## src/rtl/hamming_pkg.sv

```systemverilog
// Shared helpers for the extended-Hamming (SECDED) code family: layout math
// used by both the decoder and the future parametrised encoder.
package hamming_pkg;

  localparam int unsigned MAX_DATA_W = 57;
  localparam int unsigned MAX_POS    = 128;

  typedef enum logic [1:0] {
    ERR_NONE,
    ERR_SINGLE,
    ERR_DOUBLE
  } err_kind_e;

  function automatic logic is_pow2(input int unsigned x);
    return (x != 0) && ((x & (x - 1)) == 0);
  endfunction

  // Smallest p with 2^p >= data_w + p + 1.
  function automatic int unsigned par_w(input int unsigned data_w);
    int unsigned result;
    result = 0;
    for (int unsigned p = 1; p < 8; p++) begin
      if (result == 0 && ((32'd1 << p) >= data_w + p + 1)) begin
        result = p;
      end
    end
    return result;
  endfunction

  // Hamming position of data bit k: the k-th non-power-of-two position >= 3.
  function automatic int unsigned data_pos(input int unsigned k);
    int unsigned cnt;
    int unsigned result;
    cnt    = 0;
    result = 0;
    for (int unsigned p = 3; p < MAX_POS; p++) begin
      if (!is_pow2(p)) begin
        if (cnt == k && result == 0) begin
          result = p;
        end
        cnt++;
      end
    end
    return result;
  endfunction

endpackage

```

## src/rtl/hamming_secded_decoder_if.sv

```systemverilog
// Stream bundle for the SECDED decoder: codeword in, corrected word plus flags out.
interface hamming_secded_decoder_if
  import hamming_pkg::*;
#(
  parameter int unsigned DATA_W = 4,
  localparam int unsigned CODE_W = DATA_W + par_w(DATA_W) + 1
) ();

  logic [CODE_W-1:0] in_code;
  logic              in_valid;
  logic              in_ready;
  logic [DATA_W-1:0] out_data;
  logic              out_single;
  logic              out_double;
  logic              out_valid;
  logic              out_ready;

  modport master (
    output in_code,
    output in_valid,
    input  in_ready,
    input  out_data,
    input  out_single,
    input  out_double,
    input  out_valid,
    output out_ready
  );

  modport slave (
    input  in_code,
    input  in_valid,
    output in_ready,
    output out_data,
    output out_single,
    output out_double,
    output out_valid,
    input  out_ready
  );

endinterface

```

## src/rtl/hamming_syndrome.sv

```systemverilog
// Combinational syndrome/overall-parity generator for an extended-Hamming codeword.
module hamming_syndrome
  import hamming_pkg::*;
#(
  parameter int unsigned DATA_W = 4,
  localparam int unsigned PAR_W  = par_w(DATA_W),
  localparam int unsigned CODE_W = DATA_W + PAR_W + 1
) (
  input  logic [CODE_W-1:0] code,
  output logic [PAR_W-1:0]  syndrome,
  output logic              parity
);

  always_comb begin
    syndrome = '0;
    for (int unsigned i = 1; i < CODE_W; i++) begin
      if (code[i]) begin
        syndrome ^= PAR_W'(i);
      end
    end
  end

  assign parity = ^code;

endmodule

```

## src/rtl/hamming_secded_decoder.sv

```systemverilog
// Two-stage streaming SECDED decoder with saturating single/double error counters.
module hamming_secded_decoder
  import hamming_pkg::*;
#(
  parameter int unsigned DATA_W = 4,
  parameter int unsigned CNT_W  = 16,
  localparam int unsigned PAR_W  = par_w(DATA_W),
  localparam int unsigned CODE_W = DATA_W + PAR_W + 1
) (
  input  logic                     clk,
  input  logic                     reset_n,
  hamming_secded_decoder_if.slave  bus,
  input  logic                     clr_cnt,
  output logic [CNT_W-1:0]         cnt_single,
  output logic [CNT_W-1:0]         cnt_double
);

  logic [PAR_W-1:0]  syn;
  logic              par;

  logic              s1_valid;
  logic [CODE_W-1:1] s1_code;
  logic [PAR_W-1:0]  s1_syn;
  logic              s1_par;

  logic              s2_load;
  logic              fire;
  err_kind_e         kind;
  logic [CODE_W-1:1] fixed;
  logic [DATA_W-1:0] fixed_data;

  hamming_syndrome #(.DATA_W(DATA_W)) u_syndrome (
    .code     (bus.in_code),
    .syndrome (syn),
    .parity   (par)
  );

  // Stage 2 accepts whenever it is empty or its word leaves this cycle;
  // stage 1 follows the same rule one step upstream.
  assign s2_load      = !bus.out_valid || bus.out_ready;
  assign bus.in_ready = !s1_valid || s2_load;
  assign fire         = bus.out_valid && bus.out_ready;

  always_ff @(posedge clk or negedge reset_n) begin
    if (!reset_n) begin
      s1_valid <= 1'b0;
      s1_code  <= '0;
      s1_syn   <= '0;
      s1_par   <= 1'b0;
    end else if (bus.in_ready) begin
      s1_valid <= bus.in_valid;
      if (bus.in_valid) begin
        s1_code <= bus.in_code[CODE_W-1:1];
        s1_syn  <= syn;
        s1_par  <= par;
      end
    end
  end

  // Syndromes beyond the last codeword position cannot come from one flip.
  always_comb begin
    kind = ERR_NONE;
    if (s1_par) begin
      kind = (32'(s1_syn) < CODE_W) ? ERR_SINGLE : ERR_DOUBLE;
    end else if (s1_syn != '0) begin
      kind = ERR_DOUBLE;
    end
  end

  always_comb begin
    fixed = s1_code;
    if (kind == ERR_SINGLE) begin
      for (int unsigned i = 1; i < CODE_W; i++) begin
        if (s1_syn == PAR_W'(i)) begin
          fixed[i] = ~s1_code[i];
        end
      end
    end
  end

  always_comb begin
    fixed_data = '0;
    for (int unsigned k = 0; k < DATA_W; k++) begin
      fixed_data[k] = fixed[data_pos(k)];
    end
  end

  always_ff @(posedge clk or negedge reset_n) begin
    if (!reset_n) begin
      bus.out_valid  <= 1'b0;
      bus.out_data   <= '0;
      bus.out_single <= 1'b0;
      bus.out_double <= 1'b0;
    end else if (s2_load) begin
      bus.out_valid <= s1_valid;
      if (s1_valid) begin
        bus.out_data   <= fixed_data;
        bus.out_single <= (kind == ERR_SINGLE);
        bus.out_double <= (kind == ERR_DOUBLE);
      end
    end
  end

  always_ff @(posedge clk or negedge reset_n) begin
    if (!reset_n) begin
      cnt_single <= '0;
      cnt_double <= '0;
    end else if (clr_cnt) begin
      cnt_single <= '0;
      cnt_double <= '0;
    end else begin
      if (fire && bus.out_single && cnt_single != '1) begin
        cnt_single <= cnt_single + CNT_W'(1);
      end
      if (fire && bus.out_double && cnt_double != '1) begin
        cnt_double <= cnt_double + CNT_W'(1);
      end
    end
  end

  flags_exclusive: assert property (@(posedge clk) disable iff (!reset_n)
    !(bus.out_single && bus.out_double));

endmodule

```

## src/flat_wrapper.sv

```systemverilog
// flat-port wrapper written by rule: the top's interface ports become plain ports
module hamming_secded_decoder_flat import hamming_pkg::*;
#(
  parameter int unsigned DATA_W = 4,
  parameter int unsigned CNT_W  = 16,
  localparam int unsigned PAR_W  = par_w(DATA_W),
  localparam int unsigned CODE_W = DATA_W + PAR_W + 1
)
  (clk, reset_n, clr_cnt, cnt_single, cnt_double, bus_in_code, bus_in_valid, bus_in_ready, bus_out_data, bus_out_single, bus_out_double, bus_out_valid, bus_out_ready);
  hamming_secded_decoder_if #(.DATA_W(DATA_W)) bus_i ();
  input  logic clk;
  input  logic reset_n;
  input  logic clr_cnt;
  output logic [CNT_W-1:0] cnt_single;
  output logic [CNT_W-1:0] cnt_double;
  input wire logic [$bits(bus_i.in_code)-1:0] bus_in_code;
  input wire logic [$bits(bus_i.in_valid)-1:0] bus_in_valid;
  output wire logic [$bits(bus_i.in_ready)-1:0] bus_in_ready;
  output wire logic [$bits(bus_i.out_data)-1:0] bus_out_data;
  output wire logic [$bits(bus_i.out_single)-1:0] bus_out_single;
  output wire logic [$bits(bus_i.out_double)-1:0] bus_out_double;
  output wire logic [$bits(bus_i.out_valid)-1:0] bus_out_valid;
  input wire logic [$bits(bus_i.out_ready)-1:0] bus_out_ready;
  assign bus_i.in_code = bus_in_code;
  assign bus_i.in_valid = bus_in_valid;
  assign bus_in_ready = bus_i.in_ready;
  assign bus_out_data = bus_i.out_data;
  assign bus_out_single = bus_i.out_single;
  assign bus_out_double = bus_i.out_double;
  assign bus_out_valid = bus_i.out_valid;
  assign bus_i.out_ready = bus_out_ready;
  hamming_secded_decoder #(.DATA_W(DATA_W), .CNT_W(CNT_W)) u_core (.clk(clk), .reset_n(reset_n), .bus(bus_i), .clr_cnt(clr_cnt), .cnt_single(cnt_single), .cnt_double(cnt_double));
endmodule
```

## config.mk

```make
export PLATFORM = sky130hd
export DESIGN_NAME = hamming_secded_decoder_flat
export DESIGN_NICKNAME = d
export VERILOG_FILES = /design/src/rtl/hamming_pkg.sv /design/src/rtl/hamming_secded_decoder_if.sv /design/src/rtl/hamming_syndrome.sv /design/src/rtl/hamming_secded_decoder.sv /design/src/flat_wrapper.sv
export SDC_FILE = /design/constraint.sdc
export NUM_CORES = 1
export LEC_CHECK = 0
export CAP_MARGIN = 5
export CORE_MARGIN = 2
export CORE_UTILIZATION = 35
export DETAILED_ROUTE_END_ITERATION = 8
export PLACE_DENSITY_LB_ADDON = 0.08
export REMOVE_ABC_BUFFERS = 1
export SLEW_MARGIN = 20
export SYNTH_ARGS = -nofsm -noshare
export SYNTH_HDL_FRONTEND = slang
export SYNTH_SLANG_ARGS = --single-unit
```

## constraint.sdc

```tcl
create_clock -name clk -period 2.35 [get_ports clk]
set_input_delay 0.235 -clock clk [delete_from_list [all_inputs] [get_ports clk]]
set_output_delay 0.235 -clock clk [all_outputs]
set_load 0.02 [all_outputs]
```

# After elaboration in Yosys (flattened, before gate mapping)
# Index checks and enable logic that the tools add are counted.
[word_totals]
regBits = 51
word_cells = 72
in_bits = 13
out_inout_bits = 40
[classes]
eq_ne = 11
mux = 21
n_bitwise = 13
n_addsub = 2
reduce_logical = 15
[ops]
columns = ["op", "count"]
rows = [
  ["two-way mux 16 bit", 4],
  ["adder 16 x 1 -> 16 bit (second input constant)", 2],
  ["inequality test 16 bit (second input constant)", 2],
  ["equality test 3 bit (second input constant)", 4],
  ["two-way mux 3 bit", 4],
  ["two-way mux 1 bit", 8],
  ["two-way mux 2 bit", 4],
  ["parity 8 bit", 1],
  ["two-way mux 7 bit", 1],
  ["inverter 1 bit", 7],
  ["equality test 3 x 2 -> 1 bit (second input constant)", 2],
  ["inverter 2 bit", 3],
  ["logical AND 1 bit", 5],
  ["AND reduction 2 bit", 2],
  ["nonzero test 2 bit", 2],
  ["equality test 3 x 1 -> 1 bit (second input constant)", 1],
  ["inverter 3 bit", 1],
  ["nonzero test 3 bit", 1],
  ["equality test 2 x 1 -> 1 bit (second input constant)", 1],
  ["equality test 2 bit (second input constant)", 1],
  ["logical NOT 1 bit", 2],
  ["logical OR 1 bit", 2],
  ["inverter 1 bit (first input constant)", 2],
]

# Depth between registers and ports, before layout
# Gate-level depths: netlist (run 1).
[logic_depth]
word_depth = 11
mapped_depth = 6
ltp_nobuf = 5

# By module
# A second synthesis (run 1) with hierarchy kept.
[unflattened]
hier_cells = 270
area_unflattened_um2 = 2648.8
[by_module_without_submodules]
columns = ["module", "instances", "seq_area_each_um2", "area_per_inst_um2", "cells_each"]
rows = [
  ["hamming_secded_decoder", 1, 1201.2, 2544.9, 259],
  ["hamming_syndrome", 1, 0.0, 103.8, 11],
]

# Worst setup path before layout (run 1)
# No wires, ideal clock.
[synth_timing]
path_type = "reg2reg"
start = "reg u_core.cnt_single[0]"
end = "reg u_core.cnt_single[1]"
arrival_ps = 1842
synth_period_minus_slack_ps = 1974
stages_incl_launch_ff = 7
setup_time_ps = 132
path_slack_ps = 376
path_cell_list = "dfrtp_1 ha_1 nand3_1 o41ai_1 buf_2 mux2i_1 nor2_1"
[synth_via]
elab_chain_cells = 3
word_cells_on_any_way = 6
cone_classes = "1 x add/sub; 1 x eq/ne; 2 x mux; 2 x reduce/logical"
[synth_lines]
columns = ["element", "line_no", "rtl"]
rows = [
  ["start: declaration", "hamming_secded_decoder.sv:14", "output logic [CNT_W-1:0] cnt_single,"],
  ["start signal: assignment", "hamming_secded_decoder.sv:113", "cnt_single <= cnt_single + CNT_W'(1);"],
  ["adder 16 x 1 -> 16 bit / inequality test 16 bit (equally long branches)", "hamming_secded_decoder.sv:113, hamming_secded_decoder.sv:112", ""],
  ["two-way mux 16 bit / logical AND 1 bit (equally long branches)", "hamming_secded_decoder.sv:112", "if (fire && bus.out_single && cnt_single != '1) begin"],
  ["two-way mux 16 bit / nonzero test 2 bit (equally long branches)", "-", ""],
]
# Parallel ways exist; a longest one is shown, timed or not. The select of a mux whose other input is x is not followed.
# A chain may end at the register's enable or synchronous reset.

# Final worst setup path (run 1)
[layout_timing]
start = "in bus_out_ready"
end = "reg u_core.cnt_single[13]"
[layout_via]
elab_chain_cells = 4
[layout_lines]
columns = ["element", "line_no", "rtl"]
rows = [
  ["start: declaration", "flat_wrapper.sv:23", "input wire logic [$bits(bus_i.out_ready)-1:0] bus_out_ready;"],
  ["logical AND 1 bit", "hamming_secded_decoder.sv:42", "assign fire = bus.out_valid && bus.out_ready;"],
  ["logical AND 1 bit (2 in a row)", "hamming_secded_decoder.sv:112", ""],
  ["nonzero test 2 bit (no line)", "-", ""],
]
# Every way passes these cells.

==> results by group, run 1 <==
Outcome
  • Status: finished, final reports clean

Layout
  • Multi-input logic area: around 1200 um2
  • Layout fillers: 674
  • FF+latch area: between 1000 and 1500 um2
  • Fin nets: ~330
  • Antenna diodes: 0
  • Fin util: 0.482
  • Area grow syn2layout: 31.9%
  • Layout cells sized above 1: 0.114
  • Filler-free cell count of the finished design: 411

STA
  • Fin Clk Skew: between 0.006 and 0.007 ns
  • Slew Limit Fails: 0
  • RSZ-0062 raised after global routing: no
  • Tightest Pin Transition: around 0.73 ns
  • Max-slew headroom: 0.513
  • Final hold vios: 0
  • Min Tclk post-route: 2.06 ns
  • Final worst-path cycle share: 0.875
  • Fmax: about 0.5 GHz
  • Setup violators final: 0

Pwr
  • Max VDD drop: ~320 uV
  • Clock power share: 0.295
  • Switching power: 572 uW
  • Power Dens Cells: ~600 nW/um2
  • Switch share: 0.286
  • Leakage: 0.00126 uW
  • P_int: about 1400 uW
  • Combinational Power Share: 0.212
  • Sequential Power Share: 0.493

Routing
  • Total wire length: roughly 5600 um
  • Via count: roughly 2100
  • DRC violations left: 0
  • Routed wire length per instance: 13.6 um
  • Initial DRC count: around 110
  • DR pass1 iterations: 4
  • Antenna viol nets, final: 0
  • Via/cell ratio: between 5 and 6

Flow run
  • Max-cap check violation count: 0

Synth
  • Yosys top cell area share: 0.481
  • Seq/Total Area, Yosys: 0.481
  • EDFF count, synth: 0
  • Post-synth ARST share: 1.00
  • Synth Area per Inst: around 9.9 um2
  • Mapped Cells: between 200 and 300
  • Synthesis warning total: 0
  • Distinct cells, synth: 39
  • Main synth FF type: dfrtp_1
  • Synth area leader: dfrtp_1
  • Post-Syn Area: between 2000 and 2500 um2
  • Synth area leaders: dfrtp_1, a21oi_1, mux2_2
  • Synth Register Bits: 48

Setup path
  • Req. time, crit path: 2.55 ns
  • Crit path arrival time: 2.26 ns
  • WS Path Type: in -> reg
  • Crit path capture type: flop
  • CP dominant cell by count: or4_1
  • Worst setup SP type: input pin
  • CP delay by family, top: simple AND/OR/NAND/NOR gates
  • Crit path max fanout: 10
  • WP buf/inv: 1
  • Worst path cell trace: clkdlybuf4s50_1, nand3_1, or4_1, or4_1, a21oi_1
  • Worst stage delay on the critical path: 0.68 ns
  • Critical-path top delay cell: or4_1

Floorplan
  • Core region area: 6830 um2
  • I/O pin total: 53
  • Std-Cell Rows: 30
  • Die Y: 88.5 um
  • Initial Util: 0.365
  • Die X: just under 90 um
  • Die Area: 7820 um2

CTS
  • Worst-Skew Late Latency: ~0.29 ns
  • CTS tree: built
  • Clk slew on worst S/H paths: 0.08 ns
  • Max Root-Sink Buffers: 2
  • Clock tree root driver cell: clkbuf_8
  • Post-CTS setup buffers: 0
  • Total CTS buffers: 5
  • # clock sinks: 48
  • Hold_buf cts: 0
  • Post-CTS sizing: 0
  • CTS H-tree lvls: 2

Placement
  • Placed insts: 403
  • Port bufs: 52
  • Global placement routability congestion: 0.747
  • Detail Placement HPWL: ~4000 um

GRT
  • Largest net degree at the start of global routing: roughly 50
  • Initial antenna violation count: 0
  • Met2 Use GR: 0.247
  • Vias in the first global route: approximately 2000
  • Gr busiest metal: met2
  • GRT met3 Usage: 0.0261
  • Total gr overflow: 0
  • Met1 Use GR: 0.209
  • First-pass GRT wire length: roughly 9500 um
  • Overall Global Routing Usage: 0.152

Min path
  • Worst Hold Class: in -> async
worst register-to-register path, cell delays in order, from the launching register on:
cell,delay [ns]
dfrtp_1,0.45
nand3_1,0.12
or4_1,0.68
or4_1,0.52
a21oi_1,0.16
layer usage:
layer	wire length, um	vias up
met1	2790	1024
met2	2600	31
li1	-	1075
met4	53	0
met3	154	4
met5	0	-
cell families after synthesis:
group                      share of synthesized area
and+or+nand+nor                                0.233
DFF                                            0.481
muxes                                         0.0486
xor gates and xnor gates                      0.0632
adders and majority gates                     0.0100
AOI/OAI and AO/OA                              0.143
buffers and inverters                         0.0210
power groups by stage:
stage          sequential, uW  clock (uW)  combinational [uW]
4_1_cts                   992         610                 432
3_3_place_gp             1010           0                 427
5_1_grt                  1010         637                 470
3_5_place_dp             1010           0                 429
6_report                  988         591                 424
2_1_floorplan            1040           0                 171
stage by stage:
step,hold slack [ns],power (uW),setup WS [ns],setup TNS (ns),instance area [um2]
finish,0.0372,2000,0.293,0,3290
global route,0.0968,2110,0.135,0,3290
CTS,0.0646,2030,0.286,0,3290
detailed placement,0.389,1440,-0.0251,-0.0517,3180
global placement,0.392,1430,0.0102,0,3180
floorplan,-0.0606,1210,-0.198,-0.660,2460
layout by cell type (no fill, tap or decap), types with 11 or more instances in the layout:
master	instances
clkdlybuf4s50_1	51
dfrtp_1	48
buf_4	11
nand2_1	21
o21ai_0	20
nand3_1	12
a21oi_1	22
or3_1	11
path summary, 6_finish.rpt:
kind | from | endpoint | slack [ns] | cells after the start
setup / recovery | bus_out_ready | u_core.cnt_single[13] | 0.29 | 5
hold / removal | reset_n | u_core.cnt_single[9] | 0.04 | 2
setup reg to reg | u_core.bus.out_valid | u_core.cnt_single[13] | 0.33 | 4
hold reg to reg | u_core.s1_valid | u_core.bus.out_valid | 0.50 | 1
max in group asynchronous | reset_n | u_core.cnt_single[11] | 1.88 | 2
min in group clk | u_core.s1_valid | u_core.bus.out_valid | 0.50 | 1
synthesized netlist by cell type, types with 4 or more instances:
cell type,n
dfrtp_1,48
a21oi_1,22
nand2_1,21
o21ai_0,20
nand3_1,12
or3_1,11
nand4_1,10
nor2_1,10
xor2_1,10
mux2_2,9
or4_1,9
o31ai_1,8
xnor2_1,8
clkbuf_1,6
inv_1,4
nor3_1,4
layout make-up:
class,count,share of cell area
clock inverters,2,0.0106
multi-input cells,192,0.380
repair buffers,63,0.182
clock buffers,6,0.0220
well taps,96,0.0365
flip-flops and latches,48,0.365
inverters,4,0.00456
flip-flops by register name, summed over array words and instances (netlist names), 3 cells and up:
register	count
u_core.bus.out_data	4
u_core.cnt_double	16
u_core.cnt_single	16
u_core.s1_code	4
u_core.s1_syn	3
No activity file was read; power rests on OpenSTA's default activity.
==> run 2: changes to the inputs <==
--- a/config.mk
+++ b/config.mk
@@ -7,8 +7,10 @@
 export LEC_CHECK = 0
 export CAP_MARGIN = 5
 export CORE_MARGIN = 2
-export CORE_UTILIZATION = 35
+export CORE_UTILIZATION = 48
 export DETAILED_ROUTE_END_ITERATION = 8
+export DONT_BUFFER_PORTS = 1
+export GPL_ROUTABILITY_DRIVEN = 0
 export PLACE_DENSITY_LB_ADDON = 0.08
 export REMOVE_ABC_BUFFERS = 1
 export SLEW_MARGIN = 20
==> run 2 against run 1 <==
Against the previous run: via count shrank 7.4%; final cell count shrank 17%; non-clock buffer count shrank 44; wire length shrank 4.8%; clock skew shrank 0.00095 ns; critical path depth shrank 1; clock power grew 2%; combinational power shrank 31%; sequential share of layout area grew 6.0 points; utilization grew 7.5 points; worst hold slack lost 0.012 ns.
==> results by group, run 2 (synthesis results as in run 1) <==
Outcome
  • Status: finished, final reports clean

Placement
  • Setup WS pre-CTS: 0.249 ns (+0.274 ns)
  • Detail Placement HPWL: 3550 um (-12%)
  • Dpl cell area: 2670 um2 (-16%)
  • Port bufs: 0 (-100%)

STA
  • Min Tclk post-route: 2.12 ns (+0.0629 ns)
  • Final setup margin: 0.230 ns (-0.0629 ns)
  • Max-slew headroom: 0.640 (+0.127)
  • Fmax: 0.472 GHz (-3.0%)
  • Final hold vios: 0 (unchanged)
  • Slew Limit Fails: 0 (unchanged)
  • Fin Clk Skew: 0.00564 ns (-0.000952 ns)
  • Final worst-path cycle share: 0.902 (+0.0267)
  • Setup violators final: 0 (unchanged)
  • Tightest Pin Transition: 0.540 ns (-0.188 ns)
  • Setup TNS: 0 ns (unchanged)
  • RSZ-0062 raised after global routing: no

Layout
  • Layout cells sized above 1: 0.155 (+0.0407)
  • Most common cell after layout, fill and taps aside: dfrtp_1
  • Commonest non-fill, non-tap cells in the layout: dfrtp_1, a21oi_1, nand2_1
  • Top flop regs: u_core.cnt_double (16), u_core.cnt_single (16)
  • Fin util: 0.556 (+0.0746)
  • Fin nets: 285 (-13%)
  • Area grow syn2layout: 13.1%
  • Post-route cell area: 2820 um2 (-14%)
  • Antenna diodes: 0 (unchanged)

Setup path
  • Critical-path top delay cell: or4_1
  • CP dominant cell by count: or4_1
  • CP delay by family, top: simple AND/OR/NAND/NOR gates
  • Crit path max fanout: 10 (unchanged)
  • Crit path arrival time: 2.32 ns (+0.06 ns)
  • Reg-to-Reg Start: u_core.cnt_single[1]
  • Req. time, crit path: 2.55 ns (about the same)
  • WS Path Type: reg -> reg
  • Worst stage delay on the critical path: 0.67 ns (about the same)
  • Timing startpoint of the critical path: u_core.cnt_single[1]
  • Worst setup SP type: flop
  • Crit path capture type: flop
  • WP buf/inv: 0 (-1)
  • Worst path cell trace: nand3_1, or4_1, or4_1, o211a_1

Floorplan
  • Std-Cell Rows: 26 (-13%)
  • Die Area: 5790 um2 (-26%)
  • Initial Util: 0.492 (+0.126)
  • Core region area: 5070 um2 (-26%)
  • I/O pin total: 53 (unchanged)
  • Die Y: 76.1 um (-14%)
  • Die X: 76.1 um (-14%)

CTS
  • CTS H-tree lvls: 2 (unchanged)
  • Total CTS buffers: 5 (unchanged)
  • Max Root-Sink Buffers: 2 (unchanged)
  • Worst-Skew Late Latency: 0.31 ns (+0.02 ns)
  • Hold_buf cts: 3 (+3)
  • Clk slew on worst S/H paths: 0.09 ns (about the same)
  • # clock sinks: 48 (unchanged)
  • CTS tree: built
  • Clock tree root driver cell: clkbuf_8
  • Post-CTS setup buffers: 0 (unchanged)
  • Post-CTS sizing: 0 (unchanged)

GRT
  • Met2 Use GR: 0.306 (+0.0595)
  • Overall Global Routing Usage: 0.195 (+0.0429)
  • Initial antenna violation count: 0 (unchanged)
  • Largest net degree at the start of global routing: 49 (unchanged)
  • First-pass GRT wire length: 9150 um (-3.6%)
  • Gr busiest metal: met2
  • Total gr overflow: 0 (unchanged)
  • Met1 Use GR: 0.256 (+0.0476)
  • GRT met3 Usage: 0.0652 (+0.0390)
  • Vias in the first global route: 1809 (-9.9%)

Min path
  • Worst Hold Class: in -> reg
  • Min-Delay Startpoint: clr_cnt

Pwr
  • Leakage: 0.00112 uW (-11%)
  • Power Dens Cells: 679 nW/um2 (+12%)
  • Power, Total: 1920 uW (-4.3%)
  • Max VDD drop: 383 uV (+19%)

Routing
  • Via count: 1976 (-7.4%)
  • Antenna viol nets, final: 0 (unchanged)
  • DRC violations left: 0 (unchanged)
  • Routed wire length per instance: 15.6 um (+15%)
  • Via/cell ratio: 5.79 (+12%)
  • DR pass1 iterations: 4 (unchanged)
  • Total wire length: 5330 um (-4.8%)
  • Initial DRC count: 124 (+18%)

Flow run
  • Max-cap check violation count: 0 (unchanged)
## run 2: path summary, 6_finish.rpt
kind / end / slack (ns) / cells after the start
max: u_core.cnt_single[15] / 0.23 / 4
min: u_core.cnt_single[10] / 0.03 / 1
max reg2reg: u_core.cnt_single[15] / 0.23 / 4
min reg2reg: u_core.bus.out_valid / 0.49 / 1
max in group asynchronous: u_core.cnt_single[5] / 1.68 / 2
min in group asynchronous: u_core.cnt_single[12] / 0.46 / 2
## run 2: where the power goes
part	switching (uW)	leakage (uW)	internal [uW]
Sequential	117	0.000636	903
Combinational	159	0.000432	135
Clock	288	0.0000552	316
Total	563	0.00112	1350
## run 2: stage by stage
| stage | hold slack [ns] | cells |
|---|---|---|
| finish | 0.0256 | 341 |
| CTS | 0.0217 | 341 |
| global route | 0.0218 | 341 |
| global placement | -0.0593 | 330 |
| detailed placement | -0.0592 | 330 |
| floorplan | -0.0606 | 244 |
## run 2: cell type report
type / count / area (um2)
well taps: 70 / 87.6
fillers: 484 / 2250
inverters: 4 / 15.0
repair buffers: 19 / 163
clock buffers: 6 / 72.6
flip-flops and latches: 48 / 1200
clock inverters: 2 / 35.0
multi-input cells: 192 / 1250
## run 2: per-layer routing
metal / routed length, um / up-vias
li1: - / 980
met1: 2460 / 941
met2: 2480 / 50
met3: 333 / 5
met4: 52 / 0
met5: 0 / -
==> run 3: changes to the inputs <==
--- a/config.mk
+++ b/config.mk
@@ -7,7 +7,7 @@
 export LEC_CHECK = 0
 export CAP_MARGIN = 5
 export CORE_MARGIN = 2
-export CORE_UTILIZATION = 48
+export CORE_UTILIZATION = 40
 export DETAILED_ROUTE_END_ITERATION = 8
 export DONT_BUFFER_PORTS = 1
 export GPL_ROUTABILITY_DRIVEN = 0
==> run 3 against run 2 <==
Against the previous run: final cell count grew 1.8%; clock skew fell by 0.0023 ns; sequential cell count stayed put; critical path depth is the same; die area is 19% higher; first-iteration DRC count decreased by 47%.
==> results by group, run 3 (synthesis results as in run 1) <==
Layout
  • Fin nets: 287 (+0.70%)
  • Layout fillers: 564 (+17%)
  • Commonest non-fill, non-tap cells in the layout: dfrtp_1, a21oi_1, nand2_1
  • Antenna diodes: 0 (unchanged)
  • FF+latch area: 1200 um2 (unchanged)
  • Area grow syn2layout: 13.5%
  • Multi-input logic area: 1250 um2 (unchanged)
  • Post-route cell area: 2830 um2 (+0.35%)
  • Most common cell after layout, fill and taps aside: dfrtp_1
  • Layout cells sized above 1: 0.162 (+0.00678)
  • Top flop regs: u_core.cnt_double (16), u_core.cnt_single (16)

Pwr
  • Leakage: 0.00113 uW (+0.54%)
  • Switching power: 531 uW (-5.7%)
  • Combinational Power Share: 0.160 (+0.007)
  • Clock power share: 0.282 (-0.033)
  • Power Dens Cells: 646 nW/um2 (-4.8%)
  • Sequential Power Share: 0.558 (+0.026)
  • P_int: 1300 uW (-4.0%)
  • Switch share: 0.290 (-0.00365)
  • Max VDD drop: 402 uV (+5.0%)

CTS
  • CTS H-tree lvls: 2 (unchanged)
  • Max Root-Sink Buffers: 2 (unchanged)
  • Clk slew on worst S/H paths: 0.08 ns (about the same)
  • Post-CTS setup buffers: 0 (unchanged)
  • Total CTS buffers: 5 (unchanged)
  • Worst-Skew Late Latency: 0.29 ns (-0.02 ns)
  • # clock sinks: 48 (unchanged)
  • Clock tree root driver cell: clkbuf_8
  • CTS tree: built

STA
  • Final worst-path cycle share: 0.912 (+0.0100)
  • Setup violators final: 0 (unchanged)
  • RSZ-0062 raised after global routing: no
  • Min Tclk post-route: 2.14 ns (+0.0236 ns)
  • Fmax: 0.466 GHz (-1.1%)
  • Slew Limit Fails: 0 (unchanged)
  • Fin Clk Skew: 0.00331 ns (-0.00233 ns)
  • Max-slew headroom: 0.616 (-0.0246)
  • Final hold vios: 0 (unchanged)
  • Final setup margin: 0.206 ns (-0.0236 ns)
  • Tightest Pin Transition: 0.577 ns (+0.0369 ns)

Setup path
  • Crit path capture type: flop
  • Crit path arrival time: 2.35 ns (+0.03 ns)
  • Crit path max fanout: 10 (unchanged)
  • WS Path Type: reg -> reg
  • Worst setup SP type: flop
  • Req. time, crit path: 2.56 ns (about the same)

Routing
  • Total wire length: 5470 um (+2.7%)
  • DR pass1 iterations: 4 (unchanged)
  • Initial DRC count: 66 (-47%)
  • Antenna viol nets, final: 0 (unchanged)
  • Via count: 1974 (-0.10%)
  • Via/cell ratio: 5.69 (-1.8%)
  • DRC violations left: 0 (unchanged)
  • Routed wire length per instance: 15.8 um (+0.91%)

Floorplan
  • Die X: 83.0 um (+9.0%)
  • Core region area: 5990 um2 (+18%)
  • Std-Cell Rows: 28 (+7.7%)
  • Die Y: 83.0 um (+9.0%)
  • I/O pin total: 53 (unchanged)
  • Initial Util: 0.417 (-0.0752)
  • Die Area: 6890 um2 (+19%)

Placement
  • Detail Placement HPWL: 3700 um (+4.1%)
  • Port bufs: 0 (unchanged)
  • Setup WS pre-CTS: 0.240 ns (-0.00913 ns)
  • Dpl cell area: 2700 um2 (+0.80%)

Outcome
  • Status: finished, final reports clean

GRT
  • Vias in the first global route: 1924 (+6.4%)
  • Overall Global Routing Usage: 0.164 (-0.0300)
  • First-pass GRT wire length: 9470 um (+3.5%)
  • Initial antenna violation count: 0 (unchanged)
  • Total gr overflow: 0 (unchanged)
  • Largest net degree at the start of global routing: 49 (unchanged)

Min path
  • Worst Hold Class: in -> reg

Flow run
  • Max-cap check violation count: 0 (unchanged)
==> run 3: cell count changes in the layout (fill, tap and decap cells not counted) <==
| cell | before | now |
|---|---|---|
| clkbuf_1 | 1 | 0 |
| bufinv_16 | 1 | 0 |
| clkbuf_8 | 5 | 7 |
| buf_4 | 16 | 18 |
| clkinv_2 | 1 | 0 |
==> run 3: cell type report <==
class,instances,share of cell area
Multi-Input combinational cell,192,0.441
Sequential cell,48,0.424
Timing Repair Buffer,21,0.0627
Clock buffer,7,0.0340
Tap cell,75,0.0331
Inverter,4,0.00530
==> run 3: final timing paths <==
kind                                       from                     to  slack (ns)  cells past startpoint
max                        u_core.cnt_single[1]  u_core.cnt_single[13]        0.21                      4
min                                     clr_cnt  u_core.cnt_single[10]        0.04                      1
max reg2reg                u_core.cnt_single[1]  u_core.cnt_single[13]        0.21                      4
min reg2reg                     u_core.s1_valid   u_core.bus.out_valid        0.50                      1
max in group asynchronous               reset_n  u_core.cnt_double[13]        1.67                      2
min in group asynchronous               reset_n  u_core.cnt_single[14]        0.46                      2
==> run 3: metal layers <==
metal | vias to the layer above | GRT usage | routed length, um
met5 | - | 0 | 0
met2 | 48 | 0.264 | 2520
met4 | 0 | 0.0358 | 44
li1 | 988 | - | -
met1 | 934 | 0.225 | 2610
met3 | 4 | 0.0427 | 293
==> run 3: stage by stage <==
| step | instances | hold slack [ns] | TNS, ns | total power [uW] | utilization |
|---|---|---|---|---|---|
| floorplan | 244 | -0.0606 | -0.660 | 1210 | - |
| global placement | 337 | -0.0587 | 0 | 1300 | 0.450 |
| detailed placement | 337 | -0.0586 | 0 | 1310 | 0.450 |
| CTS | 347 | 0.0249 | 0 | 1870 | 0.474 |
| global route | 347 | 0.0322 | 0 | 1930 | 0.473 |
| finish | 347 | 0.0370 | 0 | 1830 | 0.473 |
==> run 3: repair_timing <==
item,in CTS,in global routing
endpoints found under the hold margin,75,0
resized for setup,0,0
hold buffers,3,0
==> run 3: critical path, stage by stage (launching register included) <==
cell	delay, ns
dfrtp_1	0.50
nand3_1	0.19
or4_1	0.67
or4_1	0.52
a21oi_1	0.18
==> run 3: power groups by stage <==
stage	registers, uW	clock network [uW]	logic, uW
6_report	1020	517	292
5_1_grt	1040	563	331
4_1_cts	1020	543	300
3_5_place_dp	1040	0	265
3_3_place_gp	1040	0	262
2_1_floorplan	1040	0	171
==> RTL change: new RTL, config.mk and constraints of run 2 <==
`CNT_W` is set to 16 in 2 places; all go to 24.
--- a/src/rtl/hamming_secded_decoder.sv
+++ b/src/rtl/hamming_secded_decoder.sv
@@ -3,7 +3,7 @@
   import hamming_pkg::*;
 #(
   parameter int unsigned DATA_W = 4,
-  parameter int unsigned CNT_W  = 16,
+  parameter int unsigned CNT_W  = 24,
   localparam int unsigned PAR_W  = par_w(DATA_W),
   localparam int unsigned CODE_W = DATA_W + PAR_W + 1
 ) (
--- a/src/flat_wrapper.sv
+++ b/src/flat_wrapper.sv
@@ -2,7 +2,7 @@
 module hamming_secded_decoder_flat import hamming_pkg::*;
 #(
   parameter int unsigned DATA_W = 4,
-  parameter int unsigned CNT_W  = 16,
+  parameter int unsigned CNT_W  = 24,
   localparam int unsigned PAR_W  = par_w(DATA_W),
   localparam int unsigned CODE_W = DATA_W + PAR_W + 1
 )
Interface: changed (resized cnt_double and cnt_single); port bits go from 53 to 69. No check against the original RTL was run, so the function may have changed too.
==> RTL change against run 2 <==
Synthesized area is 40% higher; clock skew rose by 4.9 ps; synthesized cell count up 41%; power increased by 36%; cell area rose by 42%; sequential cell count rose by 16; setup slack better by 50 ps; global-route usage rose by 0.97 points; core utilization is 0.40 points higher; routed wire length up 47%; critical path type unchanged; critical endpoint is now u_core.cnt_double[11].
==> RTL change: results (changes against run 2) <==
Timing
  – Worst Tran Pin Value: 568 ps (+28.6 ps)
  – Hold WS: 52.4 ps (+26.7 ps)
  – Clock Skew: 10.5 ps (+4.85 ps)

Layout
  – Final non-filler cell total: 484 (+42%)
  – Layout cells sized above 1: 16.6% (+1.1 points)
  – Final net count: 396 (+39%)

Global routing
  – Total GRT Usage: 20.4% (+0.97 points)
  – Number of global-route vias before repair: 2640 (+46%)
  – Met1 GRT Util: 28.9% (+3.2 points)
  – Met2 GRT Util: 30.8% (+0.22 points)
  – Pin count of the biggest net entering global routing: 65 (+33%)
  – GR Util met3: 5.82% (-0.70 points)

Clocking
  – Resized cells post-CTS: 0 (unchanged)
  – Worst-path clk slew: 70 ps (-20 ps)
  – Skew-Pair Late Insertion Delay: 330 ps (+20 ps)

Route
  – Via Count: 2776 (+40%)
  – Number of DRC markers in iteration 0: 106 (-15%)
  – Wirelength per Cell: 16.2 µm (+3.6%)

Worst setup path
  – CP Max Fanout: 15 (+5)
  – Flop2flop setup slack: 280 ps (+50 ps)
  – Slowest CP cell: dfrtp_1
  – CP Data Arrival Time: 2290 ps (-30 ps)
  – Critical path's largest stage delay: 560 ps (-110 ps)

Place
  – Placed cells: 465 (+41%)
  – HPWL after detailed placement: 5450 µm (+53%)

Yosys
  – Syn Area/Cell: 9.81 µm² (-0.61%)
  – Register area share after synthesis: 45.9% (-2.2 points)
  – Synth top cells by count: dfrtp_1, nor2_1, nand2_1
  – Synth area leaders: dfrtp_1, xnor2_1, xor2_1, nor2_1, nand3_1
  – Post-synthesis cell type count: 45 (+15%)

Pwr
  – Leakage power: 0.00160 µW (+42%)

Status
  – Status: finished clean
[RTL change: cell count changes after synthesis, sizes merged, moves of 4 or more]
cell	run 2	this run
o21ai	20	24
xor2	10	18
dfrtp	48	64
nand3	12	21
and4	3	12
and3	3	7
or4	9	5
nor2	10	31
o41ai	4	0
a211oi	0	5
nand4	10	18
xnor2	8	22
[RTL change: logic make-up (layout without fill, tap and decap cells)]
logic type,count (synthesis),in the layout,synth area share [%]
and+or+nand+nor,164,164,27.7
DFF,64,64,45.9
AOI/OAI and AO/OA,59,59,9.96
buffers and inverters,16,45,2.26
adders and majority gates,2,2,0.717
muxes,11,11,3.44
xor gates and xnor gates,40,40,10.0
[RTL change: worst paths after layout]
path,from,endpoint,cells after the start
max,u_core.cnt_double[16],u_core.cnt_double[11],5
min,bus_in_code[5],u_core.s1_code[5],1
max reg2reg,u_core.cnt_double[16],u_core.cnt_double[11],5
min reg2reg,u_core.s1_valid,u_core.bus.out_valid,1
max in group asynchronous,reset_n,u_core.cnt_double[4],2
min in group asynchronous,reset_n,u_core.cnt_single[17],2
[RTL change: per-stage QoR]
step | power [µW] | setup WS [ps] | cell area, µm²
after detailed placement | 1590 | 298 | 3720
after CTS | 2660 | 285 | 4000
final | 2620 | 280 | 4000
after global placement | 1580 | 340 | 3720
after global routing | 2760 | 125 | 4000
after floorplan | 1500 | 395 | 3420
[RTL change: final cells by class]
type                       instances  area (µm²)
fill                             679        3140
multi-input combinational        276        1810
sequential                        64        1600
timing repair buffer              28         248
clock buffer                       9         124
tap                               99         124
clock inverter                     6        85.1
inverter                           2        7.51
[RTL change: per-layer routing]
metal | wire [µm] | vias to the layer above
met5 | 0 | -
met4 | 34 | 0
met3 | 484 | 2
met2 | 3620 | 59
met1 | 3700 | 1348
li1 | - | 1367
[RTL change: power groups by stage]
stage,clock network [µW],logic [µW],registers (µW)
after floorplan,0,172,1330
after global placement,0,257,1320
after detailed placement,0,262,1330
after CTS,1040,309,1310
after global routing,1100,342,1320
final,1010,303,1310
